$ cat config.mk
export PLATFORM = sky130hd
export DESIGN_NAME = axi4_wr_arbiter
export DESIGN_NICKNAME = d
export VERILOG_FILES = /design/src/rtl/axi4_wr_arbiter.sv
export SDC_FILE = /design/constraint.sdc
export NUM_CORES = 1
export LEC_CHECK = 0
export CAP_MARGIN = 40
export CORE_ASPECT_RATIO = 1.25
export CORE_MARGIN = 4
export CORE_UTILIZATION = 26
export DETAILED_ROUTE_END_ITERATION = 16
export PLACE_DENSITY = 0.95
export REMOVE_ABC_BUFFERS = 1
export SETUP_SLACK_MARGIN = 0.5
export SLEW_MARGIN = 20
export SYNTH_ARGS = -nofsm -noshare
export SYNTH_HDL_FRONTEND = slang
export SYNTH_SLANG_ARGS = --single-unit
$ cat constraint.sdc
create_clock -name ACLK -period 2.4 [get_ports ACLK]
set_input_delay 0.24 -clock ACLK [delete_from_list [all_inputs] [get_ports ACLK]]
set_output_delay 0.24 -clock ACLK [all_outputs]
set_load 0.01 [all_outputs]
$ cat src/rtl/axi4_wr_arbiter.sv
// rtl/axi4_wr_arbiter.sv - two-master round-robin arbiter for the AXI4 write path
module axi4_wr_arbiter #(
    parameter int ADDR_W = 16,
    parameter int DATA_W = 32,
    parameter int LEN_W  = 8,
    parameter int SIZE_W = 3
) (
    input  logic                ACLK,
    input  logic                ARESET,
    input  logic [1:0]          M_AWVALID,
    output logic [1:0]          M_AWREADY,
    input  logic [2*ADDR_W-1:0] M_AWADDR,
    input  logic [2*LEN_W-1:0]  M_AWLEN,
    input  logic [2*SIZE_W-1:0] M_AWSIZE,
    input  logic [1:0]          M_WVALID,
    output logic [1:0]          M_WREADY,
    input  logic [2*DATA_W-1:0] M_WDATA,
    input  logic [1:0]          M_WLAST,
    output logic [1:0]          M_BVALID,
    input  logic [1:0]          M_BREADY,
    output logic [3:0]          M_BRESP,
    output logic                S_AWVALID,
    input  logic                S_AWREADY,
    output logic [ADDR_W-1:0]   S_AWADDR,
    output logic [LEN_W-1:0]    S_AWLEN,
    output logic [SIZE_W-1:0]   S_AWSIZE,
    output logic                S_WVALID,
    input  logic                S_WREADY,
    output logic [DATA_W-1:0]   S_WDATA,
    output logic                S_WLAST,
    input  logic                S_BVALID,
    output logic                S_BREADY,
    input  logic [1:0]          S_BRESP
);

    typedef enum logic [1:0] {IDLE, ADDR, DATA, RESP} state_t;

    state_t state_q, state_d;
    logic   grant_q, grant_d;
    logic   last_grant_q, last_grant_d;

    // Next-state: pick a master in IDLE, then walk AW -> W -> B for that one burst
    always_comb begin
        state_d      = state_q;
        grant_d      = grant_q;
        last_grant_d = last_grant_q;
        case (state_q)
            IDLE: begin
                if (M_AWVALID != 2'b00) begin
                    // A tie goes to whoever was not served last; otherwise the lone requester
                    grant_d = (M_AWVALID == 2'b11) ? ~last_grant_q : M_AWVALID[1];
                    state_d = ADDR;
                end
            end
            ADDR: begin
                if (S_AWVALID && S_AWREADY) state_d = DATA;
            end
            DATA: begin
                // The master's WLAST closes the data phase; beats are not counted
                if (S_WVALID && S_WREADY && S_WLAST) state_d = RESP;
            end
            RESP: begin
                if (S_BVALID && S_BREADY) begin
                    last_grant_d = grant_q;
                    state_d      = IDLE;
                end
            end
            default: state_d = IDLE;
        endcase
    end

    // State registers; reset leaves master 0 as the winner of the first tie
    always_ff @(posedge ACLK or posedge ARESET) begin
        if (ARESET) begin
            state_q      <= IDLE;
            grant_q      <= 1'b0;
            last_grant_q <= 1'b1;
        end else begin
            state_q      <= state_d;
            grant_q      <= grant_d;
            last_grant_q <= last_grant_d;
        end
    end

    // Channel routing: only the channel of the current phase passes, all else is held at 0
    always_comb begin
        S_AWVALID = 1'b0;
        S_AWADDR  = '0;
        S_AWLEN   = '0;
        S_AWSIZE  = '0;
        S_WVALID  = 1'b0;
        S_WDATA   = '0;
        S_WLAST   = 1'b0;
        S_BREADY  = 1'b0;
        M_AWREADY = 2'b00;
        M_WREADY  = 2'b00;
        M_BVALID  = 2'b00;
        M_BRESP   = 4'b0000;
        case (state_q)
            ADDR: begin
                S_AWVALID = M_AWVALID[grant_q];
                S_AWADDR  = grant_q ? M_AWADDR[2*ADDR_W-1:ADDR_W] : M_AWADDR[ADDR_W-1:0];
                S_AWLEN   = grant_q ? M_AWLEN[2*LEN_W-1:LEN_W]    : M_AWLEN[LEN_W-1:0];
                S_AWSIZE  = grant_q ? M_AWSIZE[2*SIZE_W-1:SIZE_W] : M_AWSIZE[SIZE_W-1:0];
                M_AWREADY[grant_q] = S_AWREADY;
            end
            DATA: begin
                S_WVALID = M_WVALID[grant_q];
                S_WDATA  = grant_q ? M_WDATA[2*DATA_W-1:DATA_W] : M_WDATA[DATA_W-1:0];
                S_WLAST  = M_WLAST[grant_q];
                M_WREADY[grant_q] = S_WREADY;
            end
            RESP: begin
                M_BVALID[grant_q] = S_BVALID;
                M_BRESP           = {S_BRESP, S_BRESP};
                S_BREADY          = M_BREADY[grant_q];
            end
            default: ;
        endcase
    end

endmodule
==> results.ini, run 1 <==
[power_and_ir_drop]
swShare = 0.431
comb_power_share = 0.888
clockPowerShare = 0.055
irDropWorstVdd_mv = 0.621
cellPowerDensity_mw_per_mm2 = 810
p_total_mw = 2.88
switchingPower_mw = 1.24
power.sequential.fraction = 0.057
power_leakage_nw = 1.81
p_int_mw = 1.64

[worst_setup_path]
crit_path_end_kind = output port
cp_data_required_time_ps = 2160
path_class = flop to output port
worstPathMaxFanout = 9
crit_arrival_ps = 1670
ff2ff_setup_slack_ps = 620
critPathLaunchType = flop

[placement]
placed_area_mm2 = 0.00355
place.gp.congestion = 0.840
dp_hpwl_mm = 6.07
port_buffers = 205

[sta]
fmax_ghz = 0.523
fin_crit_sh = 0.796
fin_skew_ps = 2.18
drv_slew = 0
whs_ps = 205
tightestPinTransition_ps = 272
tns_ps = 0
setup_viol = 0
period_needed_ps = 1910
rsz0062_at_grt = true
slew_headroom = 0.813
hold_viol = 0

[final_layout]
mostFrequentLayoutCells = clkdlybuf4s50_1, mux2i_1, nor2b_1, dlygate4sd2_1, clkbuf_2
layout_commonest_cell = clkdlybuf4s50_1
drive_above_1_share = 0.0938
final_cell_area_mm2 = 0.00355
diodes = 0
multi_input_area_mm2 = 0.00124
fillCellCount = 457
nNetsFinal = 522
seq_area_um2 = 105
area_growth_pct = 146

[min_path]
hold_class = primary input to async pin

[logic_synthesis]
async_flop_share = 1.00
syn_area_per_cell_um2 = 7.88
synth_area_leaders = mux2i_1, nor2b_1, dfrtp_1
yosysWarnings = 0
synth_edf_count = 0
synth.top_cell.area_share = 0.437
ys_seq_elements = 4
yosysSeqAreaShare = 0.0703
netlist_area_mm2 = 0.00144
synth.distinct_cells = 22
syn-instance-count = 183
ys.flop_type = dfrtp_1
synth.largest_area_cell = mux2i_1

[grt]
grt_max_degree = 32
grt_usage = 0.200
antenna_found_initial = 0
grt_overflow = 0
grt_pass1_wl_mm = 10.8
grt_pass1_vias = 2190

[route]
dr.pass1.iters = 4
drt_drc_violations_left = 0
routedWlPerCell_um = 16.3
first_iter_violations = 43
postRouteAntennaNets = 0
via_per_inst = 4.62
wirelength_mm = 7.31
vias = 2070

[clock_tree]
cts_tree = built
cts_buffers = 3
cts.sinks = 4
cts.clk_slew.worst_paths_ps = 40
root_buffer = clkbuf_8
htreeDepth = 1
clk_latency_ps = 220
cts.path.max_buffers = 2

[floorplan]
ioPinCount = 206
dieHeight_um = 91.3
coreArea_mm2 = 0.00541
rows = 30
dieArea_mm2 = 0.00681
die_w_um = 74.6
start_util = 0.267

[job]
cap_violations = 0

[status]
status = completed

[final timing paths]
| path | start | to | depth (start not counted) |
|---|---|---|---|
| setup / recovery | state_q[1]$_DFFE_PP0P_ | M_BVALID[1] | 3 |
| hold / removal | ARESET | state_q[1]$_DFFE_PP0P_ | 2 |
| setup reg to reg | grant_q$_DFFE_PP0P_ | state_q[1]$_DFFE_PP0P_ | 5 |
| hold reg to reg | state_q[1]$_DFFE_PP0P_ | state_q[1]$_DFFE_PP0P_ | 1 |
| max in group asynchronous | ARESET | last_grant_q$_DFFE_PP1P_ | 2 |
| min in group ACLK | state_q[1]$_DFFE_PP0P_ | state_q[1]$_DFFE_PP0P_ | 1 |
[through the flow]
stage	setup WS (ps)	cells	util
floorplan	-1030	166	-
global placement	515	440	0.657
detailed placement	430	440	0.657
CTS	338	448	0.666
global route	411	448	0.657
finish	490	448	0.657
[registers in the layout (all words and copies together) (netlist names)]
signal        cells
state_q           2
grant_q           1
last_grant_q      1
[Yosys cell counts, types with 2 or more instances]
master	n
mux2i_1	63
clkbuf_1	8
buf_4	6
nor2b_1	64
inv_1	5
nand3_1	2
dfrtp_1	3
nor2_1	6
buf_2	3
ha_1	4
and2_1	2
and3_1	3
nand2_1	5
[power by group through the flow]
stage	clock, mW	sequential, mW	combinational, mW
6_report	0.158	0.164	2.56
2_1_floorplan	0	0.332	1.26
5_1_grt	0.162	0.172	2.74
4_1_cts	0.157	0.162	2.60
3_3_place_gp	0	0.194	2.56
3_5_place_dp	0	0.200	2.62
[timing repair]
item,in CTS,in global routing
buffers inserted,3,0
gates cloned,1,0
resized for setup,71,41
hold buffers,0,0
endpoints found under the setup margin,73,28
hold endpoints to repair,0,0
[final cells by class]
cell class	instances	area share
well taps	64	0.0225
clock buffers	4	0.0127
repair buffers	214	0.581
flip-flops and latches	4	0.0296
multi-input cells	157	0.349
inverters	5	0.00528
[logic make-up (layout without fill, tap and decap cells)]
| group | after synthesis | in the layout | synth area share |
|---|---|---|---|
| DFF | 4 | 4 | 0.0703 |
| and+or+nand+nor | 82 | 82 | 0.335 |
| buffers and inverters | 22 | 223 | 0.0755 |
| muxes | 64 | 64 | 0.445 |
| AOI/OAI and AO/OA | 7 | 7 | 0.0399 |
| adders and majority gates | 4 | 4 | 0.0347 |
[critical path, cell delays in order, from the launching register on]
cell and delay (ps):
dfrtp_1 390, ha_2 300, and3_1 190, clkdlybuf4s50_1 550
[metal layers]
layer,up-vias,wire [µm],track usage
li1,1017,-,-
met1,957,2380,0.193
met2,84,4280,0.412
met3,12,536,0.0432
met4,0,112,0.0297
met5,-,0,0
(Power assumes the default switching activity.)
==> run 2: changes to the inputs <==
CORE_UTILIZATION = 22   (was 26)
PLACE_DENSITY = 0.87   (was 0.95)
clock period = 1.53 ns   (was 2.4 ns; I/O delays follow)
==> results.ini, run 2 (synthesis results as in run 1) <==
[worst_setup_path]
rr_worst_depth = 5  ; unchanged
ff2ff_setup_slack_ps = -210  ; was 620 ps
crit_path_end_kind = flop  ; was output port
crit_start = grant_q$_DFFE_PP0P_  ; was state_q[1]$_DFFE_PP0P_
endpoint = state_q[1]$_DFFE_PP0P_  ; was M_BVALID[1]
critPathLaunchType = flop  ; unchanged
crit_arrival_ps = 1840  ; was 1670 ps
r2r_start = grant_q$_DFFE_PP0P_  ; unchanged
path_class = flop to flop  ; was flop to output port
worstPathMaxFanout = 6  ; was 9
r2r-end = state_q[1]$_DFFE_PP0P_  ; unchanged
cp_data_required_time_ps = 1630  ; was 2160 ps

[grt]
grt_max_degree = 28  ; was 32
grt_pass1_vias = 2278  ; was 2190
grt_pass1_wl_mm = 11.8  ; was 10.8 mm
grt_overflow = 0  ; unchanged
grt_usage = 0.187  ; was 0.200
antenna_found_initial = 0  ; unchanged

[clock_tree]
root_buffer = clkbuf_8  ; unchanged
cts.sinks = 4  ; unchanged
cts_buffers = 3  ; unchanged
clk_latency_ps = 220  ; about the same
cts.clk_slew.worst_paths_ps = 30  ; was 40 ps
cts_tree = built  ; unchanged
cts_hold_buffers = 0  ; unchanged
htreeDepth = 1  ; unchanged
cts.path.max_buffers = 2  ; unchanged

[power_and_ir_drop]
cellPowerDensity_mw_per_mm2 = 1650  ; was 810 mW/mm²
p_total_mw = 7.14  ; was 2.88 mW
power_leakage_nw = 2.05  ; was 1.81 nW
irDropWorstVdd_mv = 1.10  ; was 0.621 mV

[route]
postRouteAntennaNets = 0  ; unchanged
vias = 2286  ; was 2070
routedWlPerCell_um = 17.3  ; was 16.3 µm
wirelength_mm = 8.94  ; was 7.31 mm
first_iter_violations = 31  ; was 43
via_per_inst = 4.43  ; was 4.62
drt_drc_violations_left = 0  ; unchanged
dr.pass1.iters = 4  ; unchanged

[final_layout]
final_cell_area_mm2 = 0.00432  ; was 0.00355 mm²
mostFrequentLayoutCells = clkdlybuf4s50_1, buf_2, nor2b_1, mux2i_1, buf_6  ; was clkdlybuf4s50_1, mux2i_1, nor2b_1, dlygate4sd2_1, clkbuf_2
regMostFlops = state_q  ; unchanged
largestRegisters = state_q x2, grant_q x1, last_grant_q x1  ; unchanged
diodes = 0  ; unchanged
area_growth_pct = 200  ; was 146%
layout_commonest_cell = clkdlybuf4s50_1  ; unchanged
fillCellCount = 529  ; was 457
largest_reg_flops = 2  ; unchanged
drive_above_1_share = 0.392  ; was 0.0938
nNetsFinal = 569  ; was 522

[sta]
fin_skew_ps = 4.74  ; was 2.18 ps
slew_headroom = 0.810  ; was 0.813
hold_viol = 0  ; unchanged
drv_slew = 0  ; unchanged
setup_viol = 73  ; was 0
period_needed_ps = 1740
rsz0062_at_grt = true  ; unchanged
setup_ws_ps = -213  ; was 490 ps
tightestPinTransition_ps = 279  ; was 272 ps
fin_crit_sh = 1.14
fmax_ghz = 0.574

[placement]
place.gp.congestion = 0.813  ; was 0.840
placed_area_mm2 = 0.00365  ; was 0.00355 mm²
dp_hpwl_mm = 6.03  ; was 6.07 mm
port_buffers = 205  ; unchanged

[floorplan]
dieHeight_um = 98.5  ; was 91.3 µm
coreArea_mm2 = 0.00629  ; was 0.00541 mm²
rows = 32  ; was 30
ioPinCount = 206  ; unchanged
dieArea_mm2 = 0.00793  ; was 0.00681 mm²
start_util = 0.229  ; was 0.267
die_w_um = 80.4  ; was 74.6 µm

[status]
violations = negative setup slack
status = complete, but fails checks  ; was completed

[job]
cap_violations = 0  ; unchanged

[min_path]
hold_class = primary input to async pin  ; unchanged

==> run 2: through the flow <==
step	setup slack, ps	setup TNS, ps	util	cells	hold slack (ps)
finish	-213	-4870	0.688	516	140
global route	-272	-9240	0.688	516	153
CTS	-222	-8540	0.625	492	143
detailed placement	-234	-11620	0.581	468	373
global placement	-181	-9840	0.581	468	357
floorplan	-1900	-95970	-	166	-81.6
==> run 2: power breakdown <==
group          internal (mW)  switching (mW)  leakage, nW
combinational           4.08            2.54         1.98
clock                  0.178          0.0585       0.0228
sequential             0.177           0.102       0.0435
==> run 2: cell type report <==
type                    instances  area (µm²)  area share
multi-input cells             157        1430       0.331
inverters                       5        18.8     0.00434
well taps                      85         106      0.0246
flip-flops and latches          4         106      0.0246
clock buffers                   4        45.0      0.0104
repair buffers                261        2620       0.605
==> run 2: metal layers <==
metal | routed length, µm | vias to the layer above | GRT usage
met5 | 0 | - | 0
met4 | 72 | 0 | 0.0208
met3 | 558 | 8 | 0.0411
met2 | 4910 | 89 | 0.365
met1 | 3400 | 1073 | 0.206
li1 | - | 1116 | -
==> run 2: what timing repair did <==
action / in CTS / in global routing
buffers inserted: 13 / 18
pin swaps: 5 / 8
setup endpoints to repair: 77 / 77
hold endpoints to repair: 0 / 0
gates resized for setup: 230 / 141
cloned: 7 / 6
==> run 2: how the worst min path moves through the flow <==
| stage | from | to | slack (ps) | depth (start not counted) |
|---|---|---|---|---|
| 5_1_grt | ARESET | state_q[0]$_DFFE_PP0P_ | 150 | 2 |
| 3_5_place_dp | ARESET | state_q[1]$_DFFE_PP0P_ | 370 | 2 |
| 2_1_floorplan | ARESET | grant_q$_DFFE_PP0P_ | -80 | 1 |
| 4_1_cts | ARESET | state_q[0]$_DFFE_PP0P_ | 140 | 2 |
| 3_3_place_gp | ARESET | state_q[1]$_DFFE_PP0P_ | 360 | 2 |
| 6_report | ARESET | state_q[0]$_DFFE_PP0P_ | 140 | 2 |
==> run 2: worst max-delay path: stages, from the launching register on <==
cell      delay [ps]
dfrtp_4          540
buf_12           170
mux2i_2          170
a221oi_4         290
nand3_2          140
mux2_4           310
==> run 3: changes to the inputs <==
ABC_AREA = 1   (was not set)
CORE_MARGIN = not set   (was 4)
CORE_UTILIZATION = 21   (was 22)
PLACE_DENSITY = 0.89   (was 0.87)
==> results.ini, run 3 <==
[logic_synthesis]
yosysSeqAreaShare = 0.0783  ; was 0.0703
synth_edf_count = 0  ; unchanged
ys_seq_elements = 4  ; unchanged
yosysWarnings = 0  ; unchanged
syn_area_per_cell_um2 = 4.76  ; was 7.88 µm²
synth-xor-area-share = 0  ; unchanged
ys.flop_type = dfrtp_1  ; unchanged
muxShareOfSynthArea = 0  ; was 0.445
synthAdderAreaFrac = 0.0386  ; was 0.0347
synth.distinct_cells = 21  ; was 22
syn-instance-count = 272  ; was 183
async_flop_share = 1.00  ; unchanged
yosysMostFrequentCell = nand2_1  ; was nor2b_1
synth.top_cell.area_share = 0.223  ; was 0.437
yosys.area_share.simple = 0.493  ; was 0.335
netlist_area_mm2 = 0.00129  ; was 0.00144 mm²
synth_area_leaders = nand2_1, nor2_1, o21ai_0  ; was mux2i_1, nor2b_1, dfrtp_1
synth_top_family_by_area = simple AND/OR/NAND/NOR gates  ; was multiplexers
synth-compound-area-share = 0.256  ; was 0.0399
synth.largest_area_cell = nand2_1  ; was mux2i_1
yosys-top-cells-count = nand2_1, nor2_1, o21ai_0  ; was nor2b_1, mux2i_1, clkbuf_1

[grt]
grt_max_degree = 34  ; was 28
grt_pass1_wl_mm = 13.6  ; was 11.8 mm
grt_overflow = 0  ; unchanged
grt_usage = 0.260  ; was 0.187
antenna_found_initial = 0  ; unchanged
grt_pass1_vias = 2844  ; was 2278

[final_layout]
largest_reg_flops = 2  ; unchanged
regMostFlops = state_q  ; unchanged
layout_commonest_cell = clkdlybuf4s50_1  ; unchanged
final_cell_area_mm2 = 0.00421  ; was 0.00432 mm²
diodes = 0  ; unchanged
postLayoutCoreUtil = 0.719  ; was 0.688
drive_above_1_share = 0.405  ; was 0.392
mostFrequentLayoutCells = clkdlybuf4s50_1, nor2_1, buf_2, nand2_1  ; was clkdlybuf4s50_1, buf_2, nor2b_1, mux2i_1, buf_6
area_growth_pct = 225  ; was 200%
finalNonFillerCells = 598  ; was 516
nNetsFinal = 654  ; was 569
largestRegisters = state_q x2, grant_q x1, last_grant_q x1  ; unchanged

[sta]
slew_headroom = 0.853  ; was 0.810
drv_slew = 0  ; unchanged
hold_viol = 0  ; unchanged
tightestPinTransition_ps = 219  ; was 279 ps
period_needed_ps = 1610  ; was 1740 ps
rsz0062_at_grt = true  ; unchanged
fmax_ghz = 0.621  ; was 0.574 GHz
setup_viol = 26  ; was 73
tns_ps = -1380  ; was -4870 ps
setup_ws_ps = -80.4  ; was -213 ps
fin_crit_sh = 1.05  ; was 1.14
fin_skew_ps = 6.24  ; was 4.74 ps

[clock_tree]
htreeDepth = 1  ; unchanged
cts_hold_buffers = 0  ; unchanged
cts.clk_slew.worst_paths_ps = 40  ; was 30 ps
cts_buffers = 3  ; unchanged
cts_tree = built  ; unchanged
cts.sinks = 4  ; unchanged
clk_latency_ps = 230  ; was 220 ps
cts.path.max_buffers = 2  ; unchanged
root_buffer = clkbuf_8  ; unchanged

[worst_setup_path]
slowest_stage = dfrtp_1  ; was dfrtp_4
path_cells = buf_6 > ha_4 > inv_8 > buf_6 > buf_16 > a21oi_4 > buf_2  ; was buf_12 > mux2i_2 > a221oi_4 > nand3_2 > mux2_4
worstPathMaxFanout = 7  ; was 6
path_delay_family = buffers and inverters  ; was flip-flops
rr_worst_depth = 10  ; was 5
path_class = flop to output port  ; was flop to flop
slowest_delay_ps = 360  ; was 540 ps
crit_arrival_ps = 1460  ; was 1840 ps
critPathLaunchType = flop  ; unchanged
crit_buf_inv = 5  ; was 1
r2r-end = state_q[0]$_DFFE_PP0P_  ; was state_q[1]$_DFFE_PP0P_
crit_path_end_kind = output port  ; was flop
ff2ff_setup_slack_ps = 50  ; was -210 ps
crit_start = state_q[0]$_DFFE_PP0P_  ; was grant_q$_DFFE_PP0P_
worst_path_most_repeated_cell = buf_6
r2r_start = grant_q$_DFFE_PP0P_  ; unchanged
cp_data_required_time_ps = 1380  ; was 1630 ps

[route]
drt_drc_violations_left = 0  ; unchanged
wirelength_mm = 9.51  ; was 8.94 mm
vias = 2847  ; was 2286
via_per_inst = 4.76  ; was 4.43
dr.pass1.iters = 6  ; was 4
routedWlPerCell_um = 15.9  ; was 17.3 µm
first_iter_violations = 87  ; was 31
postRouteAntennaNets = 0  ; unchanged

[power_and_ir_drop]
cellPowerDensity_mw_per_mm2 = 1610  ; was 1650 mW/mm²
irDropWorstVdd_mv = 1.08  ; was 1.10 mV
power_leakage_nw = 1.99  ; was 2.05 nW

[floorplan]
start_util = 0.221  ; was 0.229
rows = 31  ; was 32
dieArea_mm2 = 0.00649  ; was 0.00793 mm²
dieHeight_um = 89.8  ; was 98.5 µm
coreArea_mm2 = 0.00586  ; was 0.00629 mm²
die_w_um = 72.2  ; was 80.4 µm
ioPinCount = 206  ; unchanged

[placement]
dp_hpwl_mm = 5.84  ; was 6.03 mm
place.gp.congestion = 0.841  ; was 0.813
placed_cells = 566  ; was 468
placed_area_mm2 = 0.00363  ; was 0.00365 mm²
port_buffers = 205  ; unchanged

[min_path]
hold_class = primary input to async pin  ; unchanged

[status]
violations = negative setup slack  ; unchanged
status = complete, but fails checks  ; unchanged

[job]
cap_violations = 0  ; unchanged

==> run 3: what timing repair did <==
| item | in CTS | in global routing |
|---|---|---|
| pin swaps | 22 | 15 |
| endpoints found under the setup margin | 77 | 77 |
| buffers inserted | 13 | 5 |
| cloned | 6 | 4 |
| resized for setup | 386 | 53 |
==> run 3: report_power, final <==
part | internal (mW) | leakage (nW) | total, mW | switching [mW]
logic | 3.18 | 1.92 | 6.29 | 3.10
clock network | 0.179 | 0.0228 | 0.247 | 0.0679
registers | 0.177 | 0.0457 | 0.248 | 0.0707
total | 3.54 | 1.99 | 6.78 | 3.24
==> run 3: area by class of cell <==
cell class / count / area [µm²]
timing repair buffer: 262 / 2510
multi-input combinational: 231 / 1370
sequential: 4 / 103
inverter: 15 / 76.3
tap: 82 / 103
clock buffer: 4 / 45.0
fill: 480 / 1650
==> run 3: cells by family after synthesis <==
family	after synthesis
buffers and inverters	37
and+or+nand+nor	161
AOI/OAI and AO/OA	66
adders and majority gates	4
DFF	4
==> run 3: per-layer routing <==
layer	wire length, µm	vias up	track usage	part of all wire
met4	310	0	0.0915	0.033
met5	0	-	0	0
li1	-	1365	-	-
met2	5150	151	0.498	0.54
met1	3290	1301	0.269	0.35
met3	763	30	0.0527	0.080
==> run 3: worst max-delay path by stage <==
stage	end	slack, ps	cells after the start
after floorplan	state_q[1]$_DFFE_PP0P_	-980	9
after global placement	S_WDATA[11]	-210	6
after detailed placement	M_WREADY[1]	-290	6
after CTS	S_WDATA[31]	-70	6
after global routing	S_WDATA[31]	-140	6
final	S_AWSIZE[0]	-80	7
==> run 3: per-stage QoR <==
step           hold WS [ps]  worst slack, ps  power, mW
6_report                133            -80.4       6.78
5_1_grt                 164             -139       7.22
4_1_cts                 136            -69.0       5.93
3_5_place_dp            375             -289       4.70
3_3_place_gp            367             -205       4.60
2_1_floorplan         -81.6             -980       2.05
